$ cat src/rtl/rat_ctrl_pkg.sv
// RAT flow-controller shared types.
// Op classes from the decoder and the controller state encoding.
package rat_ctrl_pkg;

    typedef enum logic [3:0] {
        OP_NOP   = 4'h0,
        OP_ALU   = 4'h1,
        OP_BRN   = 4'h2,
        OP_BREQ  = 4'h3,
        OP_BRNE  = 4'h4,
        OP_BRCS  = 4'h5,
        OP_BRCC  = 4'h6,
        OP_CALL  = 4'h7,
        OP_RET   = 4'h8,
        OP_RETID = 4'h9,
        OP_RETIE = 4'hA,
        OP_SEI   = 4'hB,
        OP_CLI   = 4'hC,
        OP_SEC   = 4'hD,
        OP_CLC   = 4'hE,
        OP_RSVD  = 4'hF
    } op_t;

    typedef enum logic [1:0] {
        ST_FETCH,
        ST_EXEC,
        ST_RETRD,
        ST_INTR
    } state_t;

    function automatic logic is_ret_op(input op_t op);
        return op inside {OP_RET, OP_RETID, OP_RETIE};
    endfunction

endpackage

$ cat src/rtl/rat_stack_ptr.sv
// RAT hardware-stack pointer.
// Tracks SP, fill depth and a sticky over/underflow error.
module rat_stack_ptr #(
    parameter int SP_W = 8
) (
    input  logic            clk,
    input  logic            rst_n,
    input  logic            push,
    input  logic            pop,
    output logic [SP_W-1:0] sp,
    output logic            stk_err
);

    localparam logic [SP_W-1:0] SP_ONE = SP_W'(1);
    localparam logic [SP_W:0]   D_ONE  = (SP_W+1)'(1);
    localparam logic [SP_W:0]   D_FULL = {1'b1, {SP_W{1'b0}}};

    logic [SP_W:0] depth;

    // SP always moves; depth saturates and flags the error instead.
    always_ff @(posedge clk or negedge rst_n) begin
        if (!rst_n) begin
            sp      <= '0;
            depth   <= '0;
            stk_err <= 1'b0;
        end else if (push) begin
            sp <= sp - SP_ONE;
            if (depth == D_FULL) stk_err <= 1'b1;
            else                 depth   <= depth + D_ONE;
        end else if (pop) begin
            sp <= sp + SP_ONE;
            if (depth == '0) stk_err <= 1'b1;
            else             depth   <= depth - D_ONE;
        end
    end

endmodule

$ cat src/rtl/rat_flow_ctrl.sv
// RAT program-flow controller.
// PC, CALL/RET stack in scratch RAM, flags and interrupt entry.
module rat_flow_ctrl
    import rat_ctrl_pkg::*;
#(
    parameter int              PC_W    = 10,
    parameter int              SP_W    = 8,
    parameter logic [PC_W-1:0] INT_VEC = {PC_W{1'b1}}
) (
    input  logic            CLK,
    input  logic            RESET_N,
    input  logic            INT,
    input  logic [3:0]      IR_OP,
    input  logic [PC_W-1:0] IR_ADDR,
    input  logic            C_IN,
    input  logic            Z_IN,
    input  logic [PC_W-1:0] SCR_DIN,
    output logic [PC_W-1:0] PC,
    output logic            FETCH,
    output logic            EXEC,
    output logic [SP_W-1:0] SCR_ADDR,
    output logic            SCR_WE,
    output logic [PC_W-1:0] SCR_DOUT,
    output logic            C_FLAG,
    output logic            Z_FLAG,
    output logic            IE,
    output logic            STK_ERR
);

    localparam logic [PC_W-1:0] PC_ONE = PC_W'(1);
    localparam logic [SP_W-1:0] SP_ONE = SP_W'(1);

    op_t             op;
    op_t             ret_op;
    state_t          state;
    state_t          nstate;
    logic [PC_W-1:0] pc_q;
    logic [PC_W-1:0] pc_inc;
    logic [SP_W-1:0] sp;
    logic            c_q, z_q, ie_q;
    logic            sh_c, sh_z;
    logic            pend;
    logic            go_intr;
    logic            take;
    logic            push, pop;

    assign op     = op_t'(IR_OP);
    assign pc_inc = pc_q + PC_ONE;

    rat_stack_ptr #(.SP_W(SP_W)) u_sp (
        .clk     (CLK),
        .rst_n   (RESET_N),
        .push    (push),
        .pop     (pop),
        .sp      (sp),
        .stk_err (STK_ERR)
    );

    // Controller state register.
    always_ff @(posedge CLK or negedge RESET_N) begin
        if (!RESET_N) state <= ST_FETCH;
        else          state <= nstate;
    end

    // Next state, stack strobes and scratch-port drive.
    always_comb begin
        nstate   = ST_FETCH;
        go_intr  = 1'b0;
        push     = 1'b0;
        pop      = 1'b0;
        SCR_WE   = 1'b0;
        SCR_ADDR = sp;
        SCR_DOUT = pc_inc;
        unique case (state)
            ST_FETCH: nstate = ST_EXEC;
            ST_EXEC: begin
                if (is_ret_op(op)) begin
                    nstate = ST_RETRD;
                end else if (ie_q && pend) begin
                    nstate  = ST_INTR;
                    go_intr = 1'b1;
                end
                if (op == OP_CALL) begin
                    push     = 1'b1;
                    SCR_WE   = 1'b1;
                    SCR_ADDR = sp - SP_ONE;
                end
            end
            ST_RETRD: pop = 1'b1;
            ST_INTR: begin
                push     = 1'b1;
                SCR_WE   = 1'b1;
                SCR_ADDR = sp - SP_ONE;
                SCR_DOUT = pc_q;
            end
            default: nstate = ST_FETCH;
        endcase
    end

    // Branch-taken decision from the registered flags.
    always_comb begin
        take = 1'b0;
        unique case (op)
            OP_BRN:  take = 1'b1;
            OP_BREQ: take = z_q;
            OP_BRNE: take = !z_q;
            OP_BRCS: take = c_q;
            OP_BRCC: take = !c_q;
            OP_CALL: take = 1'b1;
            default: take = 1'b0;
        endcase
    end

    // Interrupt latch: a new request wins over the entry clear.
    always_ff @(posedge CLK or negedge RESET_N) begin
        if (!RESET_N) pend <= 1'b0;
        else          pend <= INT | (pend & ~go_intr);
    end

    // PC, flags, interrupt enable and shadow flags.
    always_ff @(posedge CLK or negedge RESET_N) begin
        if (!RESET_N) begin
            pc_q   <= '0;
            c_q    <= 1'b0;
            z_q    <= 1'b0;
            ie_q   <= 1'b0;
            sh_c   <= 1'b0;
            sh_z   <= 1'b0;
            ret_op <= OP_RET;
        end else begin
            unique case (state)
                ST_EXEC: begin
                    if (!is_ret_op(op))
                        pc_q <= take ? IR_ADDR : pc_inc;
                    else
                        ret_op <= op;
                    unique case (op)
                        OP_ALU: begin
                            c_q <= C_IN;
                            z_q <= Z_IN;
                        end
                        OP_SEI:  ie_q <= 1'b1;
                        OP_CLI:  ie_q <= 1'b0;
                        OP_SEC:  c_q  <= 1'b1;
                        OP_CLC:  c_q  <= 1'b0;
                        default: ;
                    endcase
                end
                ST_RETRD: begin
                    pc_q <= SCR_DIN;
                    if (ret_op != OP_RET) begin
                        c_q  <= sh_c;
                        z_q  <= sh_z;
                        ie_q <= (ret_op == OP_RETIE);
                    end
                end
                ST_INTR: begin
                    sh_c <= c_q;
                    sh_z <= z_q;
                    c_q  <= 1'b0;
                    z_q  <= 1'b0;
                    ie_q <= 1'b0;
                    pc_q <= INT_VEC;
                end
                default: ;
            endcase
        end
    end

    assign PC     = pc_q;
    assign FETCH  = (state == ST_FETCH);
    assign EXEC   = (state == ST_EXEC);
    assign C_FLAG = c_q;
    assign Z_FLAG = z_q;
    assign IE     = ie_q;

endmodule

$ cat config.mk
export PLATFORM = sky130hd
export DESIGN_NAME = rat_flow_ctrl
export DESIGN_NICKNAME = d
export VERILOG_FILES = /design/src/rtl/rat_ctrl_pkg.sv /design/src/rtl/rat_stack_ptr.sv /design/src/rtl/rat_flow_ctrl.sv
export SDC_FILE = /design/constraint.sdc
export NUM_CORES = 1
export LEC_CHECK = 0
export CAP_MARGIN = 20
export CORE_ASPECT_RATIO = 0.9
export CORE_MARGIN = 2
export CORE_UTILIZATION = 56
export DETAILED_ROUTE_END_ITERATION = 8
export PLACE_DENSITY_LB_ADDON = 0.15
export SLEW_MARGIN = 20
export SYNTH_ARGS = -nofsm -noshare
export SYNTH_HDL_FRONTEND = slang
export SYNTH_SLANG_ARGS = --single-unit
$ cat constraint.sdc
create_clock -name CLK -period 5.5 [get_ports CLK]
set_input_delay 1.1 -clock CLK [delete_from_list [all_inputs] [get_ports CLK]]
set_output_delay 1.1 -clock CLK [all_outputs]
set_load 0.03 [all_outputs]
After elaboration in Yosys (flattened, before gate mapping)
Index checks and enable logic that the tools add are counted.

word-level totals
  register bits after elaboration = 40
  bits in latches = 0
  bits in writable memories = 0
  bits in read-only memories = 0
  bits of input ports = 29
  output and inout bits = 35
  memories kept = 0

operators by class
  add/sub/neg operators = 5
  multipliers = 0
  divide/modulo/power cells = 0
  $lt $le $gt $ge = 0
  equality and inequality tests = 28
  shift operators = 0
  multiplexer cells = 35
  bitwise logic cells = 3
  reductions and logical operators = 17

operators by type and width
  operator                 count
  $mux W9                  4
  $eq A4 B4 Y1 const B     8
  $mux W10                 3
  $pmux W10 S3             1
  $mux W8                  3
  $eq A4 B3 Y1 const B     4
  $pmux W8 S2              1
  $reduce_and A3 Y1        5
  $mux W1                  13
  $pmux W1 S3              4
  $add A10 B1 Y10 const B  1
  $add A9 B1 Y9 const B    1
  $eq A9 B9 Y1 const B     1
  $logic_not A9 Y1         1
  $sub A9 B1 Y9 const B    1
  $add A8 B1 Y8 const B    1
  $eq A4 B2 Y1 const B     2
  $ne A2 B2 Y1 const B     4
  $sub A8 B1 Y8 const B    1
  $reduce_bool A3 Y1       2
  $pmux W1 S5              1
  $eq A2 B2 Y1 const B     2
  $eq A4 B1 Y1 const B     1
  $mux W2                  2
  16 further kinds         21

Depth between registers and ports, before layout
Gate-level depths: netlist of the first run.

  depth in word-level cells = 7
  gate-level depth with buffers = 11

Modules after synthesis
From an unflattened synthesis of the first run, not the netlist that was laid out.

second synthesis, totals
  cells, all modules = 348
  area, all modules = 3026.7 µm²

by module, submodules not included
  module         instances  cells an instance  area an instance (µm²)  seq. area each (µm²)
  rat_flow_ctrl  1          215                1747.9                  551.8
  rat_stack_ptr  1          133                1278.7                  450.4

Worst setup path after synthesis of the first run
OpenSTA, ideal clock, no wires.

  kind = input port to output port
  start = in IR_OP[0]
  end = out SCR_ADDR[7]
  arrival = 2.667 ns
  data required time = 4.400 ns
  setup slack = 1.733 ns
  cell stages on the path = 7
  buffers on the path = 3
  cells stage by stage = buf_2 and4b_1 buf_4 o21ai_4 buf_2 nor4_1 xor2_1

between the ends
  longest elaborated chain between the ends = 3

RTL lines
  what             RTL line             text
  start, declared  rat_flow_ctrl.sv:13  input logic [3:0] IR_OP,
  $eq A4 B3 Y1     rat_flow_ctrl.sv:83  if (op == OP_CALL) begin
  $mux W8          rat_flow_ctrl.sv:83
  $pmux W8 S2      rat_flow_ctrl.sv:74  unique case (state)
  end, declared    rat_flow_ctrl.sv:21  output logic [SP_W-1:0] SCR_ADDR,

Every way passes these cells.

Worst setup path in the final report of the first run
  start = in IR_OP[1]
  end = out SCR_ADDR[4]

The elaborated chain is that of the path after synthesis.

==> Implementation_results.wiki, run 1 <==
{| class="wikitable"
! Metric !! Value
|-
| Global Route Usage Sum || 0.260
|-
| Htree depth || 2
|-
| Share of the synthesized area in the top cell type || 0.324
|-
| LEAKAGE || roughly 1.5 nW
|-
| Clock Skew || 8.30 ps
|-
| Worst endpoint required time || around 4400 ps
|-
| Filler Cells Inserted || slightly below 400
|-
| Post-synthesis instance area || 3010 µm²
|-
| Pin count of the biggest net entering global routing || 41
|-
| Actual slew at the worst max-slew pin || 907 ps
|-
| Total Negative Setup Slacks || 0 ps
|-
| Class of the worst hold path || register to register
|-
| Std-Cell Rows || 25
|-
| Unrepaired setup endpoints after global routing || no
|-
| Number of synthesized flops with an enable pin || 0
|-
| Most frequent standard cell in the layout excluding fill and tap cells || sky130_fd_sc_hd__clkdlybuf4s50_1
|-
| Number of remaining DRC errors || 0
|-
| Fraction of final layout cells with drive strength greater than 1 || 0.0992
|-
| Number of unique standard cell types used by synthesis || 60
|-
| Initial core utilization || 0.577
|-
| Time the final worst path needs with I/O delays and setup || 4840 ps
|-
| CP Buf/Inv Count || 3
|-
| Crit start category || input port
|-
| Area overhead of the layout relative to synthesis || 25.2%
|-
| Width of the chip || approximately 81 µm
|-
| Root Driver || sky130_fd_sc_hd__clkbuf_8
|-
| Total of endpoints with negative setup slack in the final report || 0
|-
| Via count || 2763
|-
| Post-synth top flop || sky130_fd_sc_hd__dfrtp_1
|-
| Final setup margin || 661 ps
|-
| Post-synthesis instance total || around 340
|-
| Global-route wire length before repair || roughly 12000 µm
|-
| Vias per inst || between 6 and 7
|-
| Count of nets left with antenna violations after detail routing || 0
|-
| Run status || completed
|-
| Post-placement setup slack || 681 ps
|-
| Setup fix buffers added after clock tree synthesis || 0
|-
| FMAX || 207 MHz
|-
| Cell type with the highest occurrence count on the critical path || sky130_fd_sc_hd__clkdlybuf4s50_1
|-
| Initial antenna violation count || 0
|-
| Routability cong. || 0.888
|-
| Worst path slowest cell || sky130_fd_sc_hd__clkdlybuf4s50_1
|-
| Later-pin clock latency in the skew report || 310 ps
|-
| Vias in the first global route || 2668
|-
| Max-cap check violation count || 0
|-
| Total wire length || 7350 µm
|-
| Die height || around 74 µm
|-
| Number of nets produced by synthesis || 380
|-
| Wire length per cell || 16.0 µm
|-
| Arrival time of data at the critical path endpoint || 3740 ps
|-
| Register bit count reported by yosys || 40
|-
| Register-to-register setup slack || 2460 ps
|-
| Clock Sink Count || 40
|-
| Clock transition at the registers of the reported paths || 80 ps
|-
| Async S/R FF share, synth || 1.00
|-
| Clock Path Buffers || 2
|-
| Core area || 5220 µm²
|-
| Cells resized by post-CTS repair || 0
|-
| Largest area contributor in the synthesized netlist || sky130_fd_sc_hd__dfrtp_1
|-
| Syn Area/Cell || 8.89 µm²
|-
| Ranking of synthesized cells by area || sky130_fd_sc_hd__dfrtp_1 32%, sky130_fd_sc_hd__xnor2_1 6.1%, sky130_fd_sc_hd__mux2_2 5.2%
|-
| Placed wire-length estimate after detailed placement || 5220 µm
|-
| Leading cell types in the layout, fill and taps excluded || 62 x sky130_fd_sc_hd__clkdlybuf4s50_1, 39 x sky130_fd_sc_hd__dfrtp_1, 30 x sky130_fd_sc_hd__nand2_1, 28 x sky130_fd_sc_hd__nor2_1, 22 x sky130_fd_sc_hd__a21oi_1
|-
| Number of endpoints with negative hold slack in the final report || 0
|-
| I/O pin count || 64
|-
| CTS tree || done
|-
| Power density of the placed cells || roughly 700 nW/µm²
|-
| Biggest cell delay along the critical path || 680 ps
|-
| GRT Residual Overflow || 0
|-
| Diodes inserted || 0
|-
| Full die area || 5990 µm²
|-
| Number of nets at the end of the flow || roughly 430
|-
| Crit Path Category || input port to output port
|-
| Final period util || 0.880
|-
| Synthesis Warnings || 0
|-
| Sequential area share after synthesis || 0.333
|-
| Maximum vdd ir drop || between 0.4 and 0.5 mV
|-
| Kind of cell with the highest combined delay on the critical path || buffers and inverters
|-
| CTS Hold Bufs || 0
|-
| Final Max Tran Viols || 0
|-
| Power, Total || between 2 and 3 mW
|-
| Relative max-transition margin || 0.396
|-
| Cell breakdown of the critical path || clkdlybuf4s50_1, and4b_1, o21ai_4, inv_6, nand3_1, xnor2_1, clkdlybuf4s50_1
|-
| Peak fanout along the critical path || 19
|-
| Cts bufs inserted || 5
|-
| Drt pass-1 iters || 4
|-
| Starting DRC count in detailed routing || 184
|-
| Number of port buffers || 63
|-
| CP Capture Type || output port
|}
-- cell families (layout without fill, tap and decap cells) --
group                    count (synthesis)  in the layout  share of synthesized area
flip-flops                              40             40                      0.333
AND/OR/NAND/NOR                        120            120                      0.201
XOR/XNOR                                31             31                     0.0963
buffers and inverters                   30             84                     0.0457
AO/OA/AOI/OAI                           82             82                      0.187
adder cells (fa/ha/maj)                 12             12                     0.0523
multiplexers                            24             24                     0.0855
-- cell usage after synthesis, types with 2 or more instances --
cell / n
sky130_fd_sc_hd__a211o_1: 2
sky130_fd_sc_hd__a211oi_1: 6
sky130_fd_sc_hd__a21o_1: 4
sky130_fd_sc_hd__a21oi_1: 22
sky130_fd_sc_hd__a22oi_1: 3
sky130_fd_sc_hd__a31o_2: 2
sky130_fd_sc_hd__a32oi_1: 3
sky130_fd_sc_hd__and2_1: 7
sky130_fd_sc_hd__and3_1: 4
sky130_fd_sc_hd__and4b_1: 2
sky130_fd_sc_hd__buf_2: 6
sky130_fd_sc_hd__clkbuf_1: 10
sky130_fd_sc_hd__dfrtp_1: 39
sky130_fd_sc_hd__ha_1: 11
sky130_fd_sc_hd__inv_1: 8
sky130_fd_sc_hd__mux2_2: 14
sky130_fd_sc_hd__mux2i_1: 10
sky130_fd_sc_hd__nand2_1: 30
sky130_fd_sc_hd__nand2b_1: 5
sky130_fd_sc_hd__nand3_1: 11
sky130_fd_sc_hd__nand3b_1: 3
sky130_fd_sc_hd__nand4_1: 5
sky130_fd_sc_hd__nor2_1: 28
sky130_fd_sc_hd__nor2b_1: 3
sky130_fd_sc_hd__nor3_1: 7
sky130_fd_sc_hd__nor4_1: 3
sky130_fd_sc_hd__o211ai_1: 2
sky130_fd_sc_hd__o21ai_0: 16
sky130_fd_sc_hd__o21bai_1: 2
sky130_fd_sc_hd__o22ai_1: 4
sky130_fd_sc_hd__o2bb2ai_1: 2
sky130_fd_sc_hd__o32ai_1: 3
sky130_fd_sc_hd__or2_2: 2
sky130_fd_sc_hd__or3_1: 5
sky130_fd_sc_hd__or4_1: 2
sky130_fd_sc_hd__xnor2_1: 21
sky130_fd_sc_hd__xor2_1: 9
-- per-layer routing --
metal | track usage | vias to the layer above | wire [µm]
met2 | 0.423 | 92 | 3490
met1 | 0.338 | 1331 | 3330
met4 | 0.111 | 0 | 130
met5 | 0 | - | 0
li1 | - | 1326 | -
met3 | 0.0504 | 14 | 395
-- flip-flops by register name, summed over array words and instances (netlist names) --
signal and cells:
PC 10, u_sp.depth 9, u_sp.sp 8, ret_op 4, state 2, C_FLAG 1
IE 1, Z_FLAG 1, pend 1, sh_c 1, sh_z 1, u_sp.stk_err 1
-- metrics by stage --
step	cell area, µm²	util	instances	hold WS (ps)
finish	3770	0.722	460	484
global route	3770	0.722	460	503
CTS	3770	0.722	460	490
detailed placement	3650	0.699	452	465
global placement	3650	0.699	452	465
floorplan	3010	-	339	465
-- where the power goes --
group	internal, mW	leakage (nW)	total, mW	switching, mW
logic	0.782	1.00	1.73	0.945
registers	0.437	0.471	0.649	0.212
clock network	0.149	0.0614	0.263	0.115
total	1.37	1.53	2.64	1.27
-- path summary, 6_finish.rpt --
check                        startpoint             to  cells after the start
setup / recovery               IR_OP[1]    SCR_ADDR[4]                      7
hold reg to reg            u_sp.stk_err   u_sp.stk_err                      1
hold / removal             u_sp.stk_err   u_sp.stk_err                      1
setup reg to reg               state[0]  u_sp.depth[8]                      9
min in group asynchronous       RESET_N         Z_FLAG                      1
max in group asynchronous       RESET_N          PC[9]                      1
-- final cells by class --
type                    instances  area [µm²]  area share
multi-input cells             269        1870       0.497
well taps                      67        83.8      0.0222
flip-flops and latches         40        1000       0.266
clock inverters                 2        38.8      0.0103
repair buffers                 66         648       0.172
inverters                      10        42.5      0.0113
clock buffers                   6        82.6      0.0219
Power figures use the tool's default switching activity.
==> run 2: changes to the inputs <==
==> constraint.sdc (replaced) <==
create_clock -name CLK -period 5.5 [get_ports CLK]
set_input_delay 1.1 -clock CLK [delete_from_list [all_inputs] [get_ports CLK]]
set_output_delay 1.1 -clock CLK [all_outputs]
set_load 0.02 [all_outputs]
==> Implementation_results.wiki, run 2 (synthesis results as in run 1) <==
{| class="wikitable"
! Metric !! Value
|-
| Vias in the first global route || 2530
|-
| Total of endpoints with negative setup slack in the final report || 0
|-
| Final period util || 0.864
|-
| Post-placement cell area || 3650 µm²
|-
| Width of the chip || between 80 and 90 µm
|-
| Relative max-transition margin || 0.405
|-
| Length of routed wiring on met1 || 3160 µm
|-
| Power density of the placed cells || 654 nW/µm²
|-
| Clock Sink Count || 40
|-
| Root Driver || sky130_fd_sc_hd__clkbuf_8
|-
| Die height || 73.6 µm
|-
| Setup fix buffers added after clock tree synthesis || 0
|-
| Leading cell types in the layout, fill and taps excluded || 62 x sky130_fd_sc_hd__clkdlybuf4s50_1, 39 x sky130_fd_sc_hd__dfrtp_1, 30 x sky130_fd_sc_hd__nand2_1, 28 x sky130_fd_sc_hd__nor2_1, 22 x sky130_fd_sc_hd__a21oi_1
|-
| Crit start category || input port
|-
| Area overhead of the layout relative to synthesis || 24.0%
|-
| Fraction of final layout cells with drive strength greater than 1 || 0.0992
|-
| Clock transition at the registers of the reported paths || roughly 90 ps
|-
| Wire length per cell || around 15 µm
|-
| Drt pass-1 iters || 4
|-
| Number of stages on the worst hold path || 1
|-
| Max-cap check violation count || 0
|-
| Routability cong. || 0.889
|-
| Time the final worst path needs with I/O delays and setup || between 4000 and 5000 ps
|-
| Clock Path Buffers || 2
|-
| Placed wire-length estimate after detailed placement || between 5000 and 6000 µm
|-
| Core area || ~5200 µm²
|-
| Final Max Tran Viols || 0
|-
| Htree depth || 2
|-
| Highest Signal Layer || met4
|-
| Worst endpoint required time || roughly 4400 ps
|-
| Initial antenna violation count || 0
|-
| Unrepaired setup endpoints after global routing || no
|-
| Total Negative Setup Slacks || 0 ps
|-
| Count of nets left with antenna violations after detail routing || 0
|-
| Global-route wire length before repair || between 10000 and 15000 µm
|-
| Most frequent standard cell in the layout excluding fill and tap cells || sky130_fd_sc_hd__clkdlybuf4s50_1
|-
| Peak fanout along the critical path || 19
|-
| Met3 Wirelength || roughly 370 µm
|-
| Number of port buffers || 63
|-
| Vias per inst || 5.87
|-
| Later-pin clock latency in the skew report || 300 ps
|-
| Arrival time of data at the critical path endpoint || roughly 3700 ps
|-
| Area of all placed cells without fillers || around 3700 µm²
|-
| Number of nets at the end of the flow || roughly 430
|-
| Run status || completed
|-
| CTS Hold Bufs || 0
|-
| Pin count of the biggest net entering global routing || 41
|-
| Clock Skew || 8.04 ps
|-
| Class of the worst hold path || register to register
|-
| Number of endpoints with negative hold slack in the final report || 0
|-
| Cts bufs inserted || 5
|-
| LEAKAGE || ~1.5 nW
|-
| Via count || 2700
|-
| Full die area || 5990 µm²
|-
| Crit Path Category || input port to output port
|-
| Initial core utilization || 0.577
|-
| GRT Residual Overflow || 0
|-
| Flip-flop count of the largest register, all copies and words added || 10
|-
| I/O pin count || 64
|-
| Actual slew at the worst max-slew pin || 893 ps
|-
| Number of remaining DRC errors || 0
|-
| Total wire length || around 7000 µm
|-
| Std-Cell Rows || 25
|-
| Diodes inserted || 0
|-
| Cells resized by post-CTS repair || 0
|-
| CTS tree || done
|-
| Length of routed met2 wiring || 3420 µm
|-
| R2r worst-path depth || 9
|-
| Global Route Usage Sum || 0.254
|-
| FMAX || 210 MHz
|-
| CP Capture Type || output port
|-
| Starting DRC count in detailed routing || 135
|-
| Maximum vdd ir drop || 0.421 mV
|}
-- run 2: changes by cell type in the layout (fill, tap and decap cells not counted), sizes merged --
cell and delta:
clkinv +2, bufinv -1, clkbuf -1
-- run 2: per-layer routing --
layer / GRT usage / vias up
met5: 0 / -
met4: 0.0923 / 0
met3: 0.0590 / 10
met2: 0.410 / 77
met1: 0.333 / 1291
li1: - / 1322
-- run 2: worst paths after layout --
check	from	slack, ps	endpoint
max in group asynchronous	RESET_N	4010	u_sp.depth[0]
worst min register to register	u_sp.sp[7]	500	u_sp.sp[7]
min in group asynchronous	RESET_N	920	ret_op[0]
worst max register to register	state[0]	2510	u_sp.depth[8]
worst max-delay path	IR_OP[1]	750	SCR_ADDR[4]
worst min-delay path	u_sp.sp[7]	500	u_sp.sp[7]
-- run 2: worst max-delay path, cell delays in order --
cell	delay (ps)
sky130_fd_sc_hd__clkdlybuf4s50_1	590
sky130_fd_sc_hd__and4b_1	400
sky130_fd_sc_hd__o21ai_4	510
sky130_fd_sc_hd__inv_6	140
sky130_fd_sc_hd__nand3_1	160
sky130_fd_sc_hd__xnor2_1	130
sky130_fd_sc_hd__clkdlybuf4s50_1	620
-- run 2: layout make-up --
cell class	count	area, µm²
clock buffers	5	68.8
clock inverters	3	18.8
fillers	415	1490
inverters	10	42.5
multi-input cells	269	1870
flip-flops and latches	40	1000
well taps	67	83.8
repair buffers	66	648
-- run 2: power breakdown --
group	internal, mW	switching [mW]
logic	0.784	0.819
clock network	0.0886	0.110
registers	0.437	0.207
total	1.31	1.14
-- run 2: through the flow --
step	setup slack, ps	hold WS, ps	cells	power (mW)	util
2_1_floorplan	1870	465	339	1.71	-
3_3_place_gp	774	464	452	2.20	0.699
3_5_place_dp	746	488	452	2.24	0.699
4_1_cts	740	500	460	2.45	0.716
5_1_grt	578	513	460	2.64	0.716
6_report	746	500	460	2.45	0.716
==> run 3: changes to the inputs <==
- CORE_UTILIZATION: 56 -> 57
- CTS_BUF_LIST: unset -> sky130_fd_sc_hd__clkbuf_8
==> Implementation_results.wiki, run 3 (synthesis results as in run 1) <==
{| class="wikitable"
! Metric !! Value
|-
| Global Route Usage Sum || 0.258
|-
| Share of power burned in combinational logic || 0.638
|-
| Arrival time of data at the critical path endpoint || ~3700 ps
|-
| Leading cell types in the layout, fill and taps excluded || 62 x sky130_fd_sc_hd__clkdlybuf4s50_1, 39 x sky130_fd_sc_hd__dfrtp_1, 30 x sky130_fd_sc_hd__nand2_1, 28 x sky130_fd_sc_hd__nor2_1, 22 x sky130_fd_sc_hd__a21oi_1
|-
| Clock Path Buffers || 2
|-
| Diodes inserted || 0
|-
| CTS tree || done
|-
| Internal power || 1.36 mW
|-
| Cts bufs inserted || 5
|-
| Number of remaining DRC errors || 0
|-
| Vias per inst || 6.02
|-
| Relative max-transition margin || 0.396
|-
| I/O pin count || 64
|-
| Max-cap check violation count || 0
|-
| Unrepaired setup endpoints after global routing || no
|-
| Biggest cell delay along the critical path || 700 ps
|-
| Later-pin clock latency in the skew report || 300 ps
|-
| Number of endpoints with negative hold slack in the final report || 0
|-
| Routability cong. || 0.852
|-
| Worst r2r dst || u_sp.depth[8]
|-
| R2r worst-path depth || 8
|-
| Clock Sink Count || 40
|-
| Net switching power figure || roughly 1.1 mW
|-
| Actual slew at the worst max-slew pin || roughly 900 ps
|-
| Final period util || 0.870
|-
| Fraction of power consumed by the clock network || 0.102
|-
| Pin count of the biggest net entering global routing || 41
|-
| Switching power share of the total || 0.457
|-
| Number of port buffers || 63
|-
| Final cell count without fillers || between 400 and 500
|-
| Final setup margin || 713 ps
|-
| Cell type with the highest occurrence count on the critical path || sky130_fd_sc_hd__clkdlybuf4s50_1
|-
| Drt pass-1 iters || 4
|-
| Power density of the placed cells || about 660 nW/µm²
|-
| Cells resized by post-CTS repair || 0
|-
| Flip-flop count of the largest register, all copies and words added || 10
|-
| CP Capture Type || output port
|-
| Sequential share of power || 0.260
|-
| FMAX || 209 MHz
|-
| Clock Skew || 9.95 ps
|-
| Time the final worst path needs with I/O delays and setup || 4790 ps
|-
| Width of the chip || 80.7 µm
|-
| Most frequent standard cell in the layout excluding fill and tap cells || sky130_fd_sc_hd__clkdlybuf4s50_1
|-
| Number of stages on the worst hold path || 1
|-
| Worst endpoint required time || 4400 ps
|-
| Full die area || 5890 µm²
|-
| Total Negative Setup Slacks || 0 ps
|-
| Class of the worst hold path || register to register
|-
| Run status || completed
|-
| Vias in the first global route || 2529
|-
| Core area || 5160 µm²
|-
| LEAKAGE || 1.53 nW
|-
| Setup fix buffers added after clock tree synthesis || 0
|-
| Starting DRC count in detailed routing || 135
|-
| Worst path slowest cell || sky130_fd_sc_hd__clkdlybuf4s50_1
|-
| Filler Cells Inserted || 392
|-
| Cells after DPL || around 450
|-
| Peak fanout along the critical path || 19
|-
| Wire length per cell || 15.7 µm
|-
| Std-Cell Rows || 25
|-
| Number of nets at the end of the flow || 433
|-
| Hold_sp || u_sp.stk_err
|-
| Register-to-register setup slack || 2500 ps
|-
| Total of endpoints with negative setup slack in the final report || 0
|-
| Area overhead of the layout relative to synthesis || 24.9%
|-
| Via count || 2768
|-
| Htree depth || 2
|-
| Global-route wire length before repair || 11900 µm
|-
| Hold worst-path end || u_sp.stk_err
|-
| Source of the worst register-to-register timing path || state[1]
|-
| Final Max Tran Viols || 0
|-
| Fraction of final layout cells with drive strength greater than 1 || 0.0992
|-
| Placed wire-length estimate after detailed placement || slightly above 5000 µm
|-
| Initial antenna violation count || 0
|-
| CTS Hold Bufs || 0
|-
| Crit start category || input port
|-
| Initial core utilization || 0.584
|-
| GRT Residual Overflow || 0
|-
| Post-placement setup slack || 725 ps
|-
| Count of nets left with antenna violations after detail routing || 0
|-
| Crit Path Category || input port to output port
|-
| Total wire length || 7230 µm
|-
| Clock transition at the registers of the reported paths || 80 ps
|-
| Maximum vdd ir drop || between 0.3 and 0.4 mV
|-
| Cell breakdown of the critical path || clkdlybuf4s50_1, and4b_1, o21ai_4, nor4_1, xor2_1, clkdlybuf4s50_1
|-
| Root Driver || sky130_fd_sc_hd__clkbuf_8
|-
| Die height || 73.0 µm
|}
[run 3: changes by cell type in the layout (fill, tap and decap cells not counted), sizes merged]
cell      delta
clkinv       -3
bufinv       +1
clkinvlp     +1
inv          +1
[run 3: metrics by stage]
stage	util	cell area [µm²]	power [mW]	hold WS, ps
6_report	0.730	3770	2.50	490
5_1_grt	0.730	3770	2.69	504
4_1_cts	0.730	3770	2.50	491
3_5_place_dp	0.707	3650	2.23	472
3_3_place_gp	0.707	3650	2.21	464
2_1_floorplan	-	3010	1.71	465
[run 3: critical path: cells and delay by family]
kind | cells | cell delay (ps)
simple gates | 2 | 840
buf+inv | 2 | 1320
xor+xnor | 1 | 190
compound gates | 1 | 230
[run 3: routing by layer]
metal  part of all wire  GRT usage
met5                  0          0
met4              0.016     0.0960
met3              0.054     0.0458
met2               0.48      0.429
met1               0.45      0.339
[run 3: layout make-up]
type	count	area, µm²	area share
multi-input combinational	269	1870	0.498
sequential	40	1000	0.266
timing repair buffer	66	648	0.172
tap	67	83.8	0.0223
clock buffer	5	68.8	0.0183
clock inverter	3	46.3	0.0123
inverter	10	42.5	0.0113
[run 3: power groups by stage]
stage	clock network, mW	logic [mW]	registers [mW]
finish	0.255	1.59	0.650
global placement	0	1.56	0.645
detailed placement	0	1.59	0.648
floorplan	0	1.09	0.619
global route	0.270	1.74	0.674
CTS	0.259	1.60	0.646
[run 3: worst max path at each step]
stage / from / end / slack (ps) / cells past startpoint
floorplan: IR_OP[0] / SCR_ADDR[7] / 1870 / 7
global placement: IR_OP[1] / SCR_ADDR[4] / 780 / 7
CTS: IR_OP[1] / SCR_ADDR[7] / 710 / 6
global route: IR_OP[1] / SCR_ADDR[4] / 560 / 7
detailed placement: IR_OP[1] / SCR_ADDR[7] / 730 / 6
finish: IR_OP[1] / SCR_ADDR[7] / 710 / 6
